$ cat src/rtl/call_stack_pkg.sv
// call_stack_pkg: shared widths and op encoding for the return-address stack.
package call_stack_pkg;
    localparam int DEF_ADDR_W = 19;
    localparam int DEF_DEPTH  = 16;
    typedef enum logic [1:0] {OP_HOLD, OP_PUSH, OP_POP, OP_REPLACE} stack_op_e;
endpackage

$ cat src/rtl/call_stack.sv
// call_stack: return-address stack with zero-latency top read and sticky
// overflow/underflow flags.
module call_stack
    import call_stack_pkg::*;
#(
    parameter int ADDR_W = DEF_ADDR_W,
    parameter int DEPTH  = DEF_DEPTH,
    parameter int SP_W   = $clog2(DEPTH) + 1
) (
    input  logic              clk,
    input  logic              rst_n,
    input  logic              en,
    input  logic              push,
    input  logic              pop,
    input  logic [ADDR_W-1:0] push_addr,
    input  logic              err_clr,
    output logic [ADDR_W-1:0] ret_addr,
    output logic [SP_W-1:0]   sp,
    output logic              empty,
    output logic              full,
    output logic              overflow,
    output logic              underflow
);
    localparam int IDX_W = $clog2(DEPTH);
    logic [ADDR_W-1:0] mem [DEPTH];
    logic [SP_W-1:0]   sp_m1;
    logic [IDX_W-1:0]  top_idx;
    logic              push_e, pop_e, ovf_evt, unf_evt;
    stack_op_e         op;
    assign push_e   = push & en;
    assign pop_e    = pop & en;
    assign empty    = sp == '0;
    assign full     = sp == SP_W'(DEPTH);
    assign sp_m1    = sp - SP_W'(1);
    assign top_idx  = sp_m1[IDX_W-1:0];
    assign ret_addr = empty ? '0 : mem[top_idx];
    assign ovf_evt  = push_e & ~pop_e & full;
    assign unf_evt  = pop_e & empty;
    // A simultaneous push/pop on an empty stack degrades to a plain push.
    always_comb begin
        op = (push_e & pop_e & ~empty) ? OP_REPLACE :
             (push_e & ~full)          ? OP_PUSH :
             (pop_e & ~push_e & ~empty) ? OP_POP : OP_HOLD;
    end
    always_ff @(posedge clk or negedge rst_n) begin
        if (!rst_n) begin
            sp        <= '0;
            overflow  <= 1'b0;
            underflow <= 1'b0;
            for (int i = 0; i < DEPTH; i++) mem[i] <= '0;
        end else begin
            case (op)
                OP_REPLACE: mem[top_idx] <= push_addr;
                OP_PUSH: begin
                    mem[sp[IDX_W-1:0]] <= push_addr;
                    sp <= sp + SP_W'(1);
                end
                OP_POP:  sp <= sp_m1;
                default: ;
            endcase
            overflow  <= ovf_evt | (overflow & ~err_clr);
            underflow <= unf_evt | (underflow & ~err_clr);
        end
    end
endmodule

$ cat config.mk
export PLATFORM = sky130hd
export DESIGN_NAME = call_stack
export DESIGN_NICKNAME = d
export VERILOG_FILES = /design/src/rtl/call_stack_pkg.sv /design/src/rtl/call_stack.sv
export SDC_FILE = /design/constraint.sdc
export NUM_CORES = 1
export LEC_CHECK = 0
export ABC_AREA = 1
export CORE_MARGIN = 3
export CORE_UTILIZATION = 40
export DETAILED_ROUTE_END_ITERATION = 8
export SYNTH_ARGS = -nofsm -noshare
export SYNTH_HDL_FRONTEND = slang
export SYNTH_SLANG_ARGS = --single-unit
export TNS_END_PERCENT = 1
$ cat constraint.sdc
create_clock -name clk -period 5.23 [get_ports clk]
set_input_delay 1.046 -clock clk [delete_from_list [all_inputs] [get_ports clk]]
set_output_delay 1.046 -clock clk [all_outputs]
set_load 0.02 [all_outputs]
* Word level (Yosys, flattened, before mapping) *
Cells that the tools add are included.

storage, ports and cells
  register bits after elaboration = 311
  latch bits = 0
  RAM bits = 0
  memory bits (read-only) = 0
  bits of input ports = 25
  output and inout bits = 28
  logic and storage cells = 70
  memories kept = 0

operators by class
  add/sub/neg operators = 2
  multiply operators = 0
  div/mod/pow operators = 0
  $lt $le $gt $ge = 4
  equal/unequal tests = 4
  shift-type cells = 0
  mux-type cells = 15
  bitwise logic cells = 21
  reduce and logical (&&, ||, !) cells = 5

operators with widths
  operator                                                                      count
  304-bit bitwise mux                                                           2
  304-bit case mux with 2 select lines                                          1
  19-bit demux with 4-bit select                                                2
  19-bit two-way mux                                                            5
  19-bit binary-select mux with 4-bit select                                    1
  1-bit bitwise AND                                                             12
  5-bit greater-or-equal comparator, second input constant                      2
  5-bit by 1-bit less-than comparator with 1-bit output, second input constant  2
  4-bit inverter with 5-bit output                                              2
  5-bit case mux with 2 select lines                                            1
  2-bit two-way mux                                                             3
  5-bit by 1-bit adder with 5-bit output, second input constant                 1
  5-bit == test, second input constant                                          1
  5-bit logical NOT                                                             1
  1-bit inverter                                                                5
  5-bit by 1-bit subtractor with 5-bit output, second input constant            1
  2-bit == test, second input constant                                          2
  2-bit nonzero test                                                            2
  2-bit by 1-bit == test with 1-bit output, second input constant               1
  1-bit logical AND                                                             2
  1-bit OR                                                                      2

* Longest topological paths before layout *
Gate-level depths: netlist of the first run.

  word-level depth = 9
  depth in mapped cells = 16
  depth with buffers taken out = 10

* Worst setup path before layout of the first run *
No wires, ideal clock.

  path type = flip-flop to output port
  start = register sp[0]
  end = output ret_addr[16]
  arrival = 2.835 ns
  data required time = 4.184 ns
  setup slack = 1.349 ns
  stages on the path, launching flop included = 13
  path buffers = 5
  cells stage by stage = dfrtp_1 -> inv_1 -> buf_2 -> buf_2 -> buf_1 -> ha_1 -> clkbuf_1 -> inv_2 -> clkbuf_1 -> o21ai_0 -> o22ai_1 -> o21ai_0 -> nor2_1

on the way
  word-level cells in the longest chain between the ends = 6
  elaborated cells between the ends (all ways) = 7
  those cells by class = 1 x add/sub; 4 x mux; 1 x bitwise; 1 x reduce/logical

ends and longest elaborated chain
  element                                                 line              RTL
  start, declared                                         call_stack.sv:18  output logic [SP_W-1:0] sp,
  start signal, assigned                                  call_stack.sv:56  sp <= sp + SP_W'(1);
  start signal, assigned                                  call_stack.sv:58  OP_POP: sp <= sp_m1;
  5-bit by 1-bit subtractor with 5-bit output             call_stack.sv:34  assign sp_m1 = sp - SP_W'(1);
  via sp_m1[0]                                            call_stack.sv:26  logic [SP_W-1:0] sp_m1;
  4-bit inverter with 5-bit output (not written as such)  call_stack.sv:36  assign ret_addr = empty ? '0 : mem[top_idx];
  19-bit binary-select mux with 4-bit select              call_stack.sv:36
  19-bit two-way mux (not written as such) (2 in series)  call_stack.sv:36
  19-bit two-way mux                                      call_stack.sv:36
  end, declared                                           call_stack.sv:17  output logic [ADDR_W-1:0] ret_addr,

The timed path passes the listed nets, and every way through them passes these cells. The select of a mux whose other input is x is not followed.

* Worst setup path after layout of the first run *
  start = register sp[0]
  end = output ret_addr[11]

on the way
  word-level cells in the longest chain between the ends = 6
  elaborated cells between the ends (all ways) = 7
  those cells by class = 1 x add/sub; 4 x mux; 1 x bitwise; 1 x reduce/logical

ends and longest elaborated chain
  element                                                 line
  5-bit by 1-bit subtractor with 5-bit output             call_stack.sv:34
  4-bit inverter with 5-bit output (not written as such)  call_stack.sv:36
  19-bit binary-select mux with 4-bit select              call_stack.sv:36
  19-bit two-way mux (not written as such) (2 in series)  call_stack.sv:36
  19-bit two-way mux (*)                                  call_stack.sv:36

Mark *: on every way between the ends. The rest lies on a longest branch, timed or not. The select of a mux whose other input is x is not followed.

==> results of run 1 <==
-- worst max-delay path, cell delays in order, from the launching register on --
cell	delay (ns)
dfrtp_4	0.50
inv_4	0.15
buf_4	0.57
nand2_2	0.15
nand2_2	0.16
nand2_2	0.13
nor2_2	0.69
o211ai_1	0.24
nand2_1	0.14
nor2_1	0.09
clkdlybuf4s50_1	0.54
-- cell type report --
class / instances / area, µm²
well taps: 532 / 666
clock inverters: 5 / 53.8
flip-flops and latches: 311 / 7790
inverters: 20 / 80.1
multi-input cells: 1664 / 7820
fillers: 4153 / 23000
clock buffers: 59 / 1130
repair buffers: 81 / 781
-- power by group through the flow --
stage | clock [mW] | combinational [mW] | sequential [mW]
floorplan | 0 | 4.69 | 4.03
global placement | 0 | 7.07 | 4.16
detailed placement | 0 | 7.11 | 4.18
CTS | 2.57 | 7.13 | 4.15
global route | 2.68 | 7.90 | 4.29
finish | 2.54 | 7.22 | 4.17
-- worst min-delay path by stage --
stage / endpoint / slack, ns / cells after the start
CTS: mem[126] / 0.47 / 2
floorplan: mem[114] / 0.44 / 2
detailed placement: mem[126] / 0.45 / 2
finish: mem[126] / 0.46 / 2
global placement: mem[248] / 0.45 / 2
global route: mem[84] / 0.47 / 2
-- sequential cells by signal, indices dropped and copies added (netlist names) --
| register | count |
|---|---|
| mem | 304 |
| sp | 5 |
| overflow | 1 |
| underflow | 1 |
-- layer usage --
| layer | wire length (µm) | GRT usage [%] | vias to the layer above |
|---|---|---|---|
| met4 | 1650 | 7.53 | 0 |
| li1 | - | - | 7080 |
| met2 | 25600 | 38.8 | 750 |
| met3 | 6020 | 5.96 | 112 |
| met5 | 0 | 0 | - |
| met1 | 25500 | 37.9 | 7544 |
-- logic make-up after synthesis --
kind of cell / share of synthesized area (%)
simple gates: 43.2
flops: 46.0
buf+inv: 7.85
compound gates: 2.12
xor+xnor: 0.311
fa+ha+maj: 0.444
-- synthesized netlist by cell type (all sizes together) --
master	n
nand4	206
nand2	1014
o32ai	1
o22ai	10
clkbuf	71
inv	20
nand3	291
o21ai	50
nor2	74
o211ai	5
and3	1
dfrtp	311
buf	134
ha	6
xor2	6
-- repair_timing --
item	CTS	global route
buffers inserted	0	0
setup endpoints to repair	0	4
resized for setup	0	1
-- stage by stage --
step                      worst slack (ns)  util, %  area, µm²
after detailed placement             0.747     41.5      17100
after global routing                0.0577     44.3      18300
after global placement               0.859     41.5      17100
after CTS                            0.181     44.3      18300
final                                0.234     44.3      18300
after floorplan                       1.35        -      16900
==> flow_summary.json, run 1 <==
{
  "power_frac_seq_pct": 29.9,
  "synth_nets": 2231,
  "vias": 15486,
  "clkPwrFrac_pct": 18.2,
  "clockBufferDepth": 3,
  "antenna_found_initial": 0,
  "crit_end": "ret_addr[11]",
  "dp.cells": 2608,
  "ff2ff_path_depth": 10,
  "final_cells": 2672,
  "drc_errors": 0,
  "synth_cell_types": 29,
  "drt-initial-drc-count": 2118,
  "relSlewSlack_pct": 17.3,
  "dieArea_um2": 44800,
  "grtUsageTotal_pct": 26.0,
  "drtAntennaViolNets": 0,
  "worstMarginPinSlew_ns": 1.24,
  "clockRootBuffer": "clkbuf_16",
  "finalHoldViolCount": 0,
  "synth_top_cell_by_area": "dfrtp_1",
  "grt_pass1_vias": 14631,
  "comb_power_share_pct": 51.8,
  "avgSynthCellArea_um2": 7.68,
  "netlist_area_um2": 16900,
  "rsz0062_at_grt": "no",
  "grt_overflow": 0,
  "critPathLaunchType": "flop",
  "setup_viol": 0,
  "power.switching_mw": 6.61,
  "timing.rr.start": "sp[0]",
  "r2r_setup_slack_ns": 1.55,
  "place_hpwl_um": 34900,
  "min_from": "mem[126]",
  "grt_max_degree": 159,
  "post_drt_wl_per_cell_um": 22.0,
  "slew_viol_final": 0,
  "ioPinCount": 53,
  "cts_num_sinks": 311,
  "setup_tns_ns": 0,
  "end_kind": "output pin",
  "cts_buffers": 36,
  "fp.dieW_um": 212,
  "final_cell_mix": "nand2_1 (989), dfrtp_1 (310), nand3_1 (264)",
  "yosys-top-cells-area": "dfrtp_1 (46%), nand2_1 (22%), nand3_1 (7.8%)",
  "cap_viol_max_count": 0,
  "swShare_pct": 47.4,
  "min_period_over_period_pct": 95.5,
  "outcome": "completed",
  "fmax_ghz": 0.200,
  "synth_top_area_share_pct": 46.0,
  "synthCells": 2200,
  "criticalPathCategory": "flop to output pin",
  "reg2reg_to": "mem[176]",
  "row_count": 74,
  "holdWs_ns": 0.464,
  "chipHeight_um": 212,
  "finalCriticalPeriod_ns": 5.00,
  "power_density_nw_per_um2": 761,
  "hold_buffers": 0,
  "yosysSeqAreaShare_pct": 46.0,
  "leakage_nw": 9.11,
  "gp_congestion": 0.893,
  "ys.warnings.count": 0,
  "vias_per_cell": 5.80,
  "cp_max_fo": 56,
  "tritoncts": "done",
  "areaGrowthSynthToFinish_pct": 8.32,
  "total_power_mw": 13.9,
  "crit_start": "sp[0]",
  "ys_ff_latch": 311,
  "routed_wl_um": 58800,
  "firstDrtPassIters": 7,
  "htree_num_levels": 2,
  "layout-drive-gt1-share_pct": 6.96,
  "clk_pin_slew_worst_paths_ns": 0.06,
  "crit_arrival_ns": 3.95,
  "initial_core_util_pct": 40.9,
  "portBuffers": 52,
  "hold_path_class": "flop to flop",
  "final_nets": 2145,
  "final_common_cell": "nand2_1",
  "required_ns": 4.18,
  "ir_drop_mv": 0.619,
  "internal_power_mw": 7.33,
  "fin_skew_ns": 0.0215,
  "core_um2": 41300,
  "diodes": 0,
  "clkLatencyLatePin_ns": 0.53,
  "grt_pass1_wl_um": 90400
}
Power figures use the tool's default switching activity.
==> run 2: changes to the inputs <==
--- a/config.mk
+++ b/config.mk
@@ -9,6 +9,7 @@
 export CORE_MARGIN = 3
 export CORE_UTILIZATION = 40
 export DETAILED_ROUTE_END_ITERATION = 8
+export SLEW_MARGIN = 20
 export SYNTH_ARGS = -nofsm -noshare
 export SYNTH_HDL_FRONTEND = slang
 export SYNTH_SLANG_ARGS = --single-unit
==> constraint.sdc (replaced) <==
create_clock -name clk -period 5.23 [get_ports clk]
set_input_delay 0.523 -clock clk [delete_from_list [all_inputs] [get_ports clk]]
set_output_delay 0.523 -clock clk [all_outputs]
set_load 0.02 [all_outputs]
==> run 2 against run 1 <==
  * Die area stayed put
  * Sequential cell count stayed put
  * Fmax is 2.0% higher
  * Combinational power is 2% lower
  * Hold slack worse by 0.44 ns
  * Sequential power is 1% higher
==> flow_summary.json, run 2 (synthesized netlist as in run 1, its figures left out) <==
{
  "required_ns": 4.71,
  "final_core_utilization_pct": 44.2,
  "htree_num_levels": 2,
  "min_period_over_period_pct": 93.7,
  "cts_num_sinks": 311,
  "power_frac_seq_pct": 30.4,
  "crit_arrival_ns": 4.38,
  "max_stage_delay_ns": 0.70,
  "grt_pass1_wl_um": 91900,
  "regMostFlops": "mem",
  "antenna_found_initial": 2,
  "firstDrtPassIters": 5,
  "setup_tns_ns": 0,
  "tritoncts": "done",
  "n_fill_cell": 4178,
  "drt-initial-drc-count": 1917,
  "grt_pass1_vias": 15203,
  "chipHeight_um": 212,
  "post_drt_wl_per_cell_um": 22.4,
  "ir_drop_mv": 0.477,
  "vias": 15568,
  "clkPwrFrac_pct": 18.4,
  "portBuffers": 52,
  "cp_common_cell": "o21ai_0",
  "initial_core_util_pct": 40.9,
  "critPathTopFamily": "buffers and inverters",
  "drtAntennaViolNets": 0,
  "fin_skew_ns": 0.0169,
  "final_common_cell": "nand2_1",
  "hold_buffers": 0,
  "worstMarginPinSlew_ns": 1.19,
  "stdcell_area_um2": 18200,
  "power_density_nw_per_um2": 762,
  "criticalPathCategory": "flop to output pin",
  "largest_register_ffs": 304,
  "fp.dieW_um": 212,
  "cts_buffers": 35,
  "setup_viol": 0,
  "outcome": "completed",
  "hold_path_class": "primary input to asynchronous set/reset pin",
  "post-cts-setup-buffer-count": 0,
  "rsz0062_at_grt": "no",
  "clockRootBuffer": "clkbuf_16",
  "path_cells": "inv_4 > ha_2 > inv_2 > buf_4 > o21ai_0 > o22ai_1 > o21ai_0 > nor2_1 > clkdlybuf4s50_1",
  "drc_errors": 0,
  "end_kind": "output pin",
  "grt_max_degree": 125,
  "core_um2": 41300,
  "critPathBufInv": 4,
  "layout-drive-gt1-share_pct": 6.98,
  "grt_overflow": 0,
  "clockBufferDepth": 3,
  "grtUsageTotal_pct": 26.5,
  "place_hpwl_um": 34600,
  "finalCriticalPeriod_ns": 4.90,
  "post_cts_resized": 0,
  "clkLatencyLatePin_ns": 0.53,
  "fmax_ghz": 0.204,
  "row_count": 74,
  "routed_wl_um": 59700,
  "swShare_pct": 47.6,
  "total_power_mw": 13.9,
  "comb_power_share_pct": 51.1,
  "reg_top3": "mem (304), sp (5)",
  "ioPinCount": 53,
  "critPathLaunchType": "flop",
  "place_area_um2": 17100,
  "dieArea_um2": 44800,
  "cp_max_fo": 44,
  "areaGrowthSynthToFinish_pct": 7.88,
  "slowest_stage": "dfrtp_4",
  "clk_pin_slew_worst_paths_ns": 0.06,
  "vias_per_cell": 5.84,
  "relSlewSlack_pct": 20.4,
  "slew_viol_final": 0,
  "final_cell_mix": "nand2_1 (989), dfrtp_1 (310), nand3_1 (264)",
  "gp_congestion": 0.898,
  "internal_power_mw": 7.28,
  "power.switching_mw": 6.61,
  "cap_viol_max_count": 0,
  "finalHoldViolCount": 0,
  "leakage_nw": 9.08,
  "final_nets": 2141
}
## run 2: changes by cell type in the layout (fill, tap and decap cells not counted), moves of 2 or more
cell | previous run | this run
buf_12 | 3 | 1
bufinv_16 | 1 | 3
clkbuf_1 | 10 | 5
clkbuf_8 | 12 | 5
clkinv_2 | 3 | 10
## run 2: final timing paths
path	from	end	slack, ns	depth (start not counted)
setup / recovery	sp[0]	ret_addr[13]	0.33	9
hold / removal	rst_n	mem[244]	0.02	1
setup reg to reg	sp[0]	mem[163]	0.85	9
hold reg to reg	mem[92]	mem[92]	0.47	2
max in group asynchronous	rst_n	mem[12]	3.88	2
min in group clk	mem[92]	mem[92]	0.47	2
## run 2: worst reg2reg max path: cells and delay by family (launching register included)
| kind | cells | cell delay [ns] |
|---|---|---|
| AND/OR/NAND/NOR | 6 | 2.60 |
| flip-flops | 1 | 0.70 |
| buffers and inverters | 2 | 0.53 |
| adder cells (fa/ha/maj) | 1 | 0.43 |
## run 2: stage by stage
stage,setup slack [ns],hold slack [ns],std cells
floorplan,1.87,0.227,2200
global placement,0.985,0.447,2605
detailed placement,0.979,0.453,2605
CTS,0.417,0.0948,2666
global route,0.130,0.108,2666
finish,0.331,0.0239,2667
## run 2: final cells by class
| class | instances | area [µm²] | area share [%] |
|---|---|---|---|
| multi-input cells | 1664 | 7810 | 42.8 |
| clock buffers | 47 | 1010 | 5.56 |
| diodes | 1 | 2.50 | 0.0137 |
| clock inverters | 14 | 149 | 0.817 |
| flip-flops and latches | 311 | 7790 | 42.7 |
| inverters | 20 | 80.1 | 0.439 |
| repair buffers | 78 | 728 | 3.99 |
| well taps | 532 | 666 | 3.65 |
## run 2: layer usage
metal / share of wire, % / GRT usage, % / routed length (µm) / up-vias
met5: 0.022 / 0 / 13 / -
met4: 3.7 / 10.3 / 2230 / 2
met3: 10 / 6.18 / 5990 / 141
met2: 44 / 39.7 / 26300 / 791
met1: 42 / 37.5 / 25200 / 7554
li1: - / - / - / 7080
## run 2: power groups by stage
| stage | combinational (mW) | clock, mW | sequential, mW |
|---|---|---|---|
| CTS | 7.01 | 2.57 | 4.21 |
| global route | 7.76 | 2.67 | 4.35 |
| global placement | 6.91 | 0 | 4.22 |
| finish | 7.11 | 2.56 | 4.23 |
| detailed placement | 6.97 | 0 | 4.24 |
| floorplan | 4.69 | 0 | 4.03 |
==> run 3: changes to the inputs <==
--- a/config.mk
+++ b/config.mk
@@ -6,7 +6,7 @@
 export NUM_CORES = 1
 export LEC_CHECK = 0
 export ABC_AREA = 1
-export CORE_MARGIN = 3
+export CAP_MARGIN = 30
 export CORE_UTILIZATION = 40
 export DETAILED_ROUTE_END_ITERATION = 8
 export SLEW_MARGIN = 20
==> run 3 against run 2 <==
  * Largest cell class unchanged
  * Non-clock buffer count grew 8
  * Global-route usage grew 1.2 points
  * Die area shrank 3.7%
  * Hold slack gained 0.020 ns
  * Via count grew 0.40%
  * Wire length shrank 0.45%
  * Clock skew shrank 0.0055 ns
  * Cell area grew 0.44%
  * Sequential share of layout area shrank 0.19 points
  * Worst setup slack gained 0.26 ns
==> flow_summary.json, run 3 (synthesized netlist as in run 1, its figures left out) <==
{
  "clockBufferDepth": 3,
  "routed_wl_um": 59400,
  "antenna_found_initial": 1,
  "ir_drop_mv": 0.473,
  "path_cells": "inv_4 > ha_2 > inv_2 > buf_4 > o21ai_0 > o22ai_1 > o21ai_0 > nor2_1 > clkdlybuf4s50_1",
  "htree_num_levels": 2,
  "fmax_ghz": 0.216,
  "critPathBufInv": 4,
  "timing.rr.start": "sp[0]",
  "ff2ff_path_depth": 9,
  "outcome": "completed",
  "crit_arrival_ns": 4.11,
  "rsz0062_at_grt": "no",
  "fp.dieW_um": 208,
  "cts_num_sinks": 311,
  "portBuffers": 52,
  "crit_start": "sp[0]",
  "finalHoldViolCount": 0,
  "layout-drive-gt1-share_pct": 6.92,
  "drtAntennaViolNets": 0,
  "cts_buffers": 36,
  "setup_tns_ns": 0,
  "tritoncts": "done",
  "clk_pin_slew_worst_paths_ns": 0.06,
  "cap_viol_max_count": 0,
  "reg_top3": "mem (304), sp (5)",
  "vias": 15631,
  "cp_num_cells": 9,
  "dieArea_um2": 43100,
  "clockRootBuffer": "clkbuf_16",
  "criticalPathCategory": "flop to output pin",
  "cp_common_cell": "o21ai_0",
  "m1WireLength_um": 25800,
  "slowest_stage": "dfrtp_4",
  "drc_errors": 0,
  "areaGrowthSynthToFinish_pct": 8.35,
  "min_period_over_period_pct": 88.6,
  "place_hpwl_um": 36100,
  "grt_pass1_wl_um": 92300,
  "ioPinCount": 53,
  "post_cts_resized": 0,
  "end_kind": "output pin",
  "chipHeight_um": 208,
  "power_density_nw_per_um2": 755,
  "grt_pass1_vias": 14674,
  "largest_register_ffs": 304,
  "final_common_cell": "nand2_1",
  "fin_skew_ns": 0.0114,
  "vias_per_cell": 5.85,
  "max_stage_delay_ns": 0.67,
  "hold_buffers": 0,
  "setup_viol": 0,
  "n_fill_cell": 4161,
  "hold_path_class": "primary input to asynchronous set/reset pin",
  "clkLatencyLatePin_ns": 0.53,
  "leakage_nw": 9.11,
  "critPathLaunchType": "flop",
  "gp_congestion": 0.912,
  "post-cts-setup-buffer-count": 0,
  "grtUsageTotal_pct": 27.8,
  "wl_met2_um": 25900,
  "final_cell_mix": "nand2_1 (989), dfrtp_1 (310), nand3_1 (264)",
  "post_drt_wl_per_cell_um": 22.2,
  "slew_viol_final": 0,
  "dp.cells": 2609,
  "core_um2": 41300,
  "required_ns": 4.71,
  "initial_core_util_pct": 40.9,
  "top_layer_used": "met5",
  "regMostFlops": "mem",
  "critPathTopFamily": "buffers and inverters",
  "finalCriticalPeriod_ns": 4.64,
  "final_cells": 2672,
  "grt_overflow": 0,
  "relSlewSlack_pct": 27.7,
  "row_count": 74,
  "grt_max_degree": 143,
  "drt-initial-drc-count": 2018,
  "wl_met3_um": 6110,
  "firstDrtPassIters": 5,
  "worstMarginPinSlew_ns": 1.08,
  "cp_max_fo": 33,
  "diodes": 0,
  "final_nets": 2150
}
[run 3: area by class of cell]
type / instances / area, µm² / share of cell area [%]
clock inverter: 5 / 25.0 / 0.137
tap: 532 / 666 / 3.63
clock buffer: 54 / 1050 / 5.73
inverter: 20 / 80.1 / 0.437
timing repair buffer: 86 / 898 / 4.91
multi-input combinational: 1664 / 7810 / 42.6
sequential: 311 / 7790 / 42.5
[run 3: routing by layer]
metal | track usage (%) | vias up
li1 | - | 7093
met1 | 40.6 | 7641
met2 | 40.4 | 790
met3 | 6.58 | 105
met4 | 8.44 | 2
met5 | 0 | -
[run 3: power breakdown]
part           internal (mW)  switching, mW
Sequential              3.53          0.683
Clock                   1.38           1.01
Combinational           2.28           4.95
[run 3: path summary, 6_finish.rpt]
kind                                to  slack [ns]
max reg2reg                    mem[14]        1.05
min reg2reg                   mem[251]        0.47
max                        ret_addr[3]        0.59
max in group asynchronous      mem[65]        3.87
min                           mem[245]        0.04
min in group clk              mem[251]        0.47
[run 3: metrics by stage]
step | setup WS [ns] | power [mW] | utilization, % | cell area, µm² | hold WS [ns]
after CTS | 0.641 | 13.7 | 44.2 | 18300 | 0.0658
final | 0.594 | 13.8 | 44.4 | 18300 | 0.0437
after global routing | 0.402 | 14.7 | 44.4 | 18300 | 0.106
after global placement | 1.15 | 11.3 | 41.3 | 17100 | 0.448
after detailed placement | 1.09 | 11.3 | 41.6 | 17200 | 0.453
after floorplan | 1.87 | 8.71 | - | 16900 | 0.227
